File: src/rtl/seq_det_pkg.sv
// Shared types and constants for the parametrised Moore sequence detector.
package seq_det_pkg;

  typedef enum logic [1:0] {
    S_FILL  = 2'd0,
    S_HUNT  = 2'd1,
    S_MATCH = 2'd2
  } state_e;

  localparam logic [3:0] DEFAULT_PATTERN = 4'b1101;

endpackage

File: src/rtl/seq_det_shift_hist.sv
// Serial history shift register with a saturating fill counter.
// clear and shift together restart the history with the incoming bit as its first entry.
module seq_det_shift_hist #(
  parameter int unsigned PAT_W = 4
) (
  input  logic             clk,
  input  logic             reset,
  input  logic             shift,
  input  logic             clear,
  input  logic             bit_in,
  output logic [PAT_W-1:0] hist,
  output logic             full,
  output logic             full_nxt
);

  localparam int unsigned FILL_W = $clog2(PAT_W + 1);
  localparam logic [FILL_W-1:0] FILL_MAX = FILL_W'(PAT_W);

  logic [PAT_W-1:0]  hist_q, hist_d, hist_base;
  logic [FILL_W-1:0] fill_q, fill_d, fill_base;

  always_comb begin
    hist_base = clear ? '0 : hist_q;
    fill_base = clear ? '0 : fill_q;
    hist_d    = hist_base;
    fill_d    = fill_base;
    if (shift) begin
      hist_d = {hist_base[PAT_W-2:0], bit_in};
      if (fill_base != FILL_MAX) fill_d = fill_base + FILL_W'(1);
    end
  end

  always_ff @(posedge clk or posedge reset) begin
    if (reset) begin
      hist_q <= '0;
      fill_q <= '0;
    end else begin
      hist_q <= hist_d;
      fill_q <= fill_d;
    end
  end

  assign hist     = hist_q;
  assign full     = (fill_q == FILL_MAX);
  assign full_nxt = (fill_d == FILL_MAX);

endmodule

File: src/rtl/moore_seq_det_param.sv
// Parametrised Moore serial sequence detector with runtime-loadable pattern.
// Define SEQ_DET_MATCH_CNT_EN to add the saturating match counter (match_cnt, cnt_clr).
module moore_seq_det_param
  import seq_det_pkg::*;
#(
  parameter int unsigned      PAT_W   = 4,
  parameter logic [PAT_W-1:0] PATTERN = PAT_W'(DEFAULT_PATTERN),
  parameter int unsigned      CNT_W   = 8
) (
  input  logic             clk,
  input  logic             reset,
  input  logic             in_valid,
  input  logic             in,
  input  logic             overlap,
  input  logic             pat_load,
  input  logic [PAT_W-1:0] pat_data,
`ifdef SEQ_DET_MATCH_CNT_EN
  input  logic             cnt_clr,
  output logic [CNT_W-1:0] match_cnt,
`endif
  output logic             out
);

  state_e           state;
  logic [PAT_W-1:0] pat;
  logic [PAT_W-1:0] hist;
  logic [PAT_W-1:0] cand;
  logic             full, full_nxt;
  logic             take, clear, ready, hit;
  logic             unused_hist_msb;

  // A pattern load drops any bit presented alongside it.
  assign take  = in_valid && !pat_load;
  assign clear = pat_load || (state == S_MATCH && !overlap);
  assign cand  = {hist[PAT_W-2:0], in};
  assign unused_hist_msb = hist[PAT_W-1];

  seq_det_shift_hist #(
    .PAT_W(PAT_W)
  ) u_hist (
    .clk     (clk),
    .reset   (reset),
    .shift   (take),
    .clear   (clear),
    .bit_in  (in),
    .hist    (hist),
    .full    (full),
    .full_nxt(full_nxt)
  );

  // History is comparable once this bit completes the fill, or it was already full and kept.
  always_comb begin
    ready = 1'b0;
    unique case (state)
      S_FILL:  ready = full_nxt;
      S_HUNT:  ready = full;
      S_MATCH: ready = full && overlap;
      default: ready = 1'b0;
    endcase
  end

  assign hit = take && ready && (cand == pat);

  always_ff @(posedge clk or posedge reset) begin
    if (reset) begin
      state <= S_FILL;
      pat   <= PATTERN;
      out   <= 1'b0;
    end else if (pat_load) begin
      state <= S_FILL;
      pat   <= pat_data;
      out   <= 1'b0;
    end else if (hit) begin
      state <= S_MATCH;
      out   <= 1'b1;
    end else begin
      out <= 1'b0;
      unique case (state)
        S_FILL:  if (take && full_nxt) state <= S_HUNT;
        S_HUNT:  state <= S_HUNT;
        S_MATCH: state <= overlap ? S_HUNT : S_FILL;
        default: state <= S_FILL;
      endcase
    end
  end

`ifdef SEQ_DET_MATCH_CNT_EN
  always_ff @(posedge clk or posedge reset) begin
    if (reset) begin
      match_cnt <= '0;
    end else if (cnt_clr) begin
      match_cnt <= hit ? CNT_W'(1) : '0;
    end else if (hit && match_cnt != '1) begin
      match_cnt <= match_cnt + CNT_W'(1);
    end
  end
`else
  localparam int unsigned unused_cnt_w = CNT_W;
`endif

endmodule

File: config.mk
export PLATFORM = sky130hd
export DESIGN_NAME = moore_seq_det_param
export DESIGN_NICKNAME = d
export VERILOG_FILES = /design/src/rtl/seq_det_pkg.sv /design/src/rtl/seq_det_shift_hist.sv /design/src/rtl/moore_seq_det_param.sv
export SDC_FILE = /design/constraint.sdc
export NUM_CORES = 1
export LEC_CHECK = 0
export CAP_MARGIN = 20
export CELL_PAD_IN_SITES_DETAIL_PLACEMENT = 1
export CELL_PAD_IN_SITES_GLOBAL_PLACEMENT = 1
export CORE_ASPECT_RATIO = 0.8
export CORE_MARGIN = 2
export CORE_UTILIZATION = 45
export CTS_BUF_LIST = sky130_fd_sc_hd__clkbuf_2
export DETAILED_ROUTE_END_ITERATION = 12
export DONT_BUFFER_PORTS = 1
export GPL_TIMING_DRIVEN = 0
export MAX_ROUTING_LAYER = met4
export PLACE_DENSITY = 0.86
export SETUP_SLACK_MARGIN = 0.2
export SYNTH_ARGS = -nofsm -noshare
export SYNTH_HDL_FRONTEND = slang
export SYNTH_HIERARCHICAL = 1
export SYNTH_SLANG_ARGS = --single-unit
File: constraint.sdc
create_clock -name clk -period 2.26 [get_ports clk]
set_input_delay 0.452 -clock clk [delete_from_list [all_inputs] [get_ports clk]]
set_output_delay 0.452 -clock clk [all_outputs]
set_load 0.005 [all_outputs]
; ---- Yosys cells after proc, flatten, opt, wreduce, memory -nomap -nowiden
; Index checks and enable logic that the tools add are counted.
[word_totals]
register_bits = 13
elab_cells = 36
[classes]
add_sub_neg = 1
eq_ne = 7
muxes = 13
reduce_logical = 10
[ops]
columns = op, n
row1 = 3-bit two-way mux, 5
row2 = 3-bit == test (second input constant), 2
row3 = 1-bit logical AND, 6
row4 = 2-bit two-way mux, 3
row5 = 2-bit one-hot mux with 3 select lines, 1
row6 = 4-bit == test, 1
row7 = 4-bit inequality test (second input constant), 1
row8 = 3-bit by 1-bit adder with 3-bit output (second input constant), 1
row9 = 1-bit two-way mux, 3
row10 = 3-bit inequality test (second input constant), 1
row11 = 1-bit one-hot mux with 3 select lines, 1
row12 = 2-bit by 1-bit == test with 1-bit output (second input constant), 1
row13 = 2-bit == test (second input constant), 1
row14 = 1-bit logical NOT, 2
row15 = 2-bit logical NOT, 1
row16 = 1-bit logical OR, 1

; ---- Logic depth before layout (Yosys ltp)
[depth]
word_depth = 13
mapped_depth = 13
depth_no_buf = 13

; ---- Modules after synthesis
; The synthesis kept the hierarchy.
[by_module_without_submodules]
columns = mod, instances, cells_per_inst, area_per_inst_um2, seq_area_each_um2
row1 = moore_seq_det_param, 1, 33, 370.4, 178.9
row2 = seq_det_shift_hist, 1, 35, 366.6, 175.2

; ---- Worst setup path before layout
; No wires, ideal clock.
[synth_path]
kind = input -> register
startpoint = input pat_load
endpoint = register state[0]
setup_ps = 123
t_arrival_ps = 2289
t_required_ps = 2137
slack_ps = -152
path_stages = 11
cell_sequence = buf_2 > a21o_2 > or2b_2 > ha_1 > nand2_1 > a32oi_1 > o22a_2 > nor3b_2 > a22oi_2 > nor3_2 > nor3_2
[synth_between]
elab_chain_cells = 11
word_cells_on_any_way = 16
cone_classes = add/sub (1) / eq/ne (3) / mux (6) / reduce/logical (6)
[synth_rtl]
columns = item, line
row1 = start: declaration, moore_seq_det_param.sv:15  ; input logic pat_load,
row2 = 1-bit logical OR *, moore_seq_det_param.sv:34  ; assign clear = pat_load || (state == S_MATCH && !overlap);
row3 = net clear, moore_seq_det_param.sv:29  ; logic take, clear, ready, hit;
row4 = 3-bit two-way mux *, seq_det_shift_hist.sv:24  ; fill_base = clear ? '0 : fill_q;
row5 = 3-bit by 1-bit adder with 3-bit output or 3-bit inequality test (tied branches), seq_det_shift_hist.sv:29  ; if (fill_base != FILL_MAX) fill_d = fill_base + FILL_W'(1);
row6 = 3-bit two-way mux, seq_det_shift_hist.sv:29
row7 = 3-bit two-way mux *, seq_det_shift_hist.sv:27  ; if (shift) begin
row8 = net u_hist.fill_d[0], seq_det_shift_hist.sv:20  ; logic [FILL_W-1:0] fill_q, fill_d, fill_base;
row9 = 3-bit == test *, seq_det_shift_hist.sv:45  ; assign full_nxt = (fill_d == FILL_MAX);
row10 = net full_nxt, moore_seq_det_param.sv:28  ; logic full, full_nxt;
row11 = 1-bit one-hot mux with 3 select lines, moore_seq_det_param.sv:54  ; unique case (state)
row12 = 1-bit logical AND (2 in a row), moore_seq_det_param.sv:62  ; assign hit = take && ready && (cand == pat);
row13 = 2-bit two-way mux, moore_seq_det_param.sv:73  ; end else if (hit) begin
row14 = 2-bit two-way mux, moore_seq_det_param.sv:69  ; end else if (pat_load) begin
row15 = end signal: assignment, moore_seq_det_param.sv:81  ; S_MATCH: state <= overlap ? S_HUNT : S_FILL;
row16 = end: declaration, moore_seq_det_param.sv:24  ; state_e state;
; Mark *: on every way through the listed nets, which the timed path passes. The rest lies on a longest branch.
; A chain may end at the register's enable or synchronous reset.

; ---- Final worst setup path
[layout_path]
startpoint = register state[1]
endpoint = register state[0]
[layout_between]
elab_chain_cells = 13
word_cells_on_any_way = 19
cone_classes = add/sub (1) / eq/ne (5) / mux (7) / reduce/logical (6)
[layout_rtl]
columns = item, line
row1 = 2-bit == test *, moore_seq_det_param.sv:34
row2 = 1-bit logical AND *, moore_seq_det_param.sv:34
row3 = 1-bit logical OR *, moore_seq_det_param.sv:34
row4 = net clear, moore_seq_det_param.sv:29
row5 = 3-bit two-way mux *, seq_det_shift_hist.sv:24
row6 = 3-bit by 1-bit adder with 3-bit output or 3-bit inequality test (tied branches), seq_det_shift_hist.sv:29
row7 = 3-bit two-way mux, seq_det_shift_hist.sv:29
row8 = 3-bit two-way mux *, seq_det_shift_hist.sv:27
row9 = net u_hist.fill_d[0], seq_det_shift_hist.sv:20
row10 = 3-bit == test *, seq_det_shift_hist.sv:45
row11 = net full_nxt, moore_seq_det_param.sv:28
row12 = 1-bit one-hot mux with 3 select lines, moore_seq_det_param.sv:54
row13 = 1-bit logical AND (2 in a row), moore_seq_det_param.sv:62
row14 = 2-bit two-way mux, moore_seq_det_param.sv:73
row15 = 2-bit two-way mux, moore_seq_det_param.sv:69
; Marked as above.

==> results.ini <==
[status]
status=complete, no violations

[power]
clockPowerShare_pct=27.4
seqPwrFrac_pct=57.9
p_sw_mw=0.1182
swShare_pct=26.44
intPower_mw=0.3288
combPwrFrac_pct=14.7
finalPower_mw=0.4470
p_leak_nw=0.3610
ir_worst_vdd_uv=319.1
p_per_area_nw_per_um2=544.6

[clock_tree]
path_clk_slew_ns=0.13
cts_buffer_depth=2
insertion_delay_ns=0.27
htreeDepth=1
clkSinkCount=13
cts-buffers-inserted=3
cts_tree=yes
root_buffer=clkbuf_2

[placement]
dp_hpwl_um=1100
io_buffers=0
place_congestion=0.6877

[routing]
wirelength_um=1536
firstDrtPassIters=4
vias=500
wire_per_inst_um=16.34
viasPerCell=5.319
route.detailed.drc=0
postRouteAntennaNets=0
drtIter0Drc=4

[sta]
drv_slew=0
hold_viol=0
skew_ns=0.003083
whs_ns=0.3209
slew_headroom_pct=70.29
setup_violations=0
rsz0062_at_grt=yes
tns_ns=0
worstMarginPinSlew_ns=0.4410
max_freq_ghz=0.4676
fin_crit_sh_pct=94.63
period_minus_slack_ns=2.139

[run]
cap_violations=0

[setup_path]
start_kind=flip-flop
crit_arrival_ns=2.34
path_class=reg -> reg
crit_family=simple AND/OR/NAND/NOR gates
cp.buffers_inverters=0
slowest_delay_ns=0.42
critPathCaptureType=flip-flop
crit_fanout=3
path_cells=a21o_4 > or2b_4 > ha_4 > nand2_2 > a32oi_1 > o22a_2 > nor3b_4 > a21oi_2 > nor2_1 > a31oi_1 > nor3_2
worst_path_max_delay_cell=dfrtp_1
crit_required_ns=2.46

[floorplanning]
std_cell_rows=12
fp.coreArea_um2=1426
dieArea_um2=1885
initial_core_util_pct=48.95
boundaryPins=11
die_w_um=48.04
die_h_um=39.23

[global_route]
grt_pass1_vias=545
overflow=0
grt_use_total_pct=20.91
antenna_found_initial=0
grt_pass1_wl_um=2408
grt_max_degree=10

[worst_hold_path]
min_path_type=in -> reg

[logic_synthesis]
synth_area_um2=698.2
avgSynthCellArea_um2=10.74
ys_warn_count=6
syn_nets=77
postSynthCellCount=65

[layout]
n_fill_cell=163
layout.nets=86
layout-drive-gt1-share_pct=38.36
area_growth_pct=17.56
diodes=0

state kept, by name (all words and copies together) (netlist names):
| signal | count |
|---|---|
| out | 1 |
| pat | 4 |
| state | 2 |
| u_hist/fill_q | 3 |
| u_hist/hist | 3 |
path summary, 6_finish.rpt:
check,from,endpoint,slack [ns],cells past startpoint
min in group asynchronous,reset,u_hist/fill_q[2],0.57,2
max,state[1],state[0],0.12,11
max reg2reg,state[1],state[0],0.12,11
max in group asynchronous,reset,pat[2],1.37,2
min reg2reg,pat[1],pat[1],0.56,1
min,in,u_hist/hist[0],0.32,1
cell type report:
class	instances	area, um2	share of cell area (%)
inverter	5	18.77	2.287
sequential	13	329.1	40.09
clock buffer	4	20.02	2.439
timing repair buffer	4	32.53	3.963
buffer	2	20.02	2.439
multi-input combinational	45	374.1	45.58
tap	21	26.28	3.201
layer usage:
layer | part of all wire [%] | up-vias | GRT usage (%)
li1 | - | 234 | -
met5 | 0 | - | -
met4 | 1.2 | 0 | 8.108
met1 | 40 | 251 | 20.75
met3 | 5.1 | 2 | 7.477
met2 | 54 | 13 | 37.00
repair_timing:
item                                    4_1_cts  5_1_grt
hold endpoints to repair                     10        0
pin swaps                                     6        2
buffers inserted                              3        0
endpoints found under the setup margin        3        3
hold buffers                                  1        0
gates resized for setup                       1        2
power by group through the flow:
stage	sequential (mW)	clock, mW	combinational (mW)
3_5_place_dp	0.263	0	0.0601
6_report	0.259	0.122	0.0657
3_3_place_gp	0.261	0	0.0563
4_1_cts	0.258	0.129	0.0655
2_1_floorplan	0.260	0	0.0500
5_1_grt	0.260	0.140	0.0718
layout by cell type, fill, tap and decap left out, drive strengths merged:
master       instances
o22a                 1
nor2b                3
xnor2                4
a32oi                1
mux2i                2
or2b                 1
a22oi                1
nand2                4
a22o                 1
ha                   2
nand2b               2
a21oi                2
clkbuf               4
a31oi                1
buf                  5
dfrtp               10
nand3                2
nor2                 6
a21o                 2
inv                  5
o21ai                1
nor3                 4
mux2                 4
nor3b                1
dlygate4sd3          1
dfstp                3
stage by stage:
| step | utilization (%) | instance area, um2 | setup WS [ns] | cells |
|---|---|---|---|---|
| detailed placement | 52.98 | 755.7 | -0.08450 | 86 |
| global placement | 52.98 | 755.7 | -0.02794 | 86 |
| CTS | 57.11 | 814.5 | 0.06113 | 94 |
| floorplan | - | 729.5 | 0.1118 | 65 |
| finish | 57.54 | 820.8 | 0.1212 | 94 |
| global route | 57.54 | 820.8 | -0.01195 | 94 |
(Power assumes the default switching activity.)
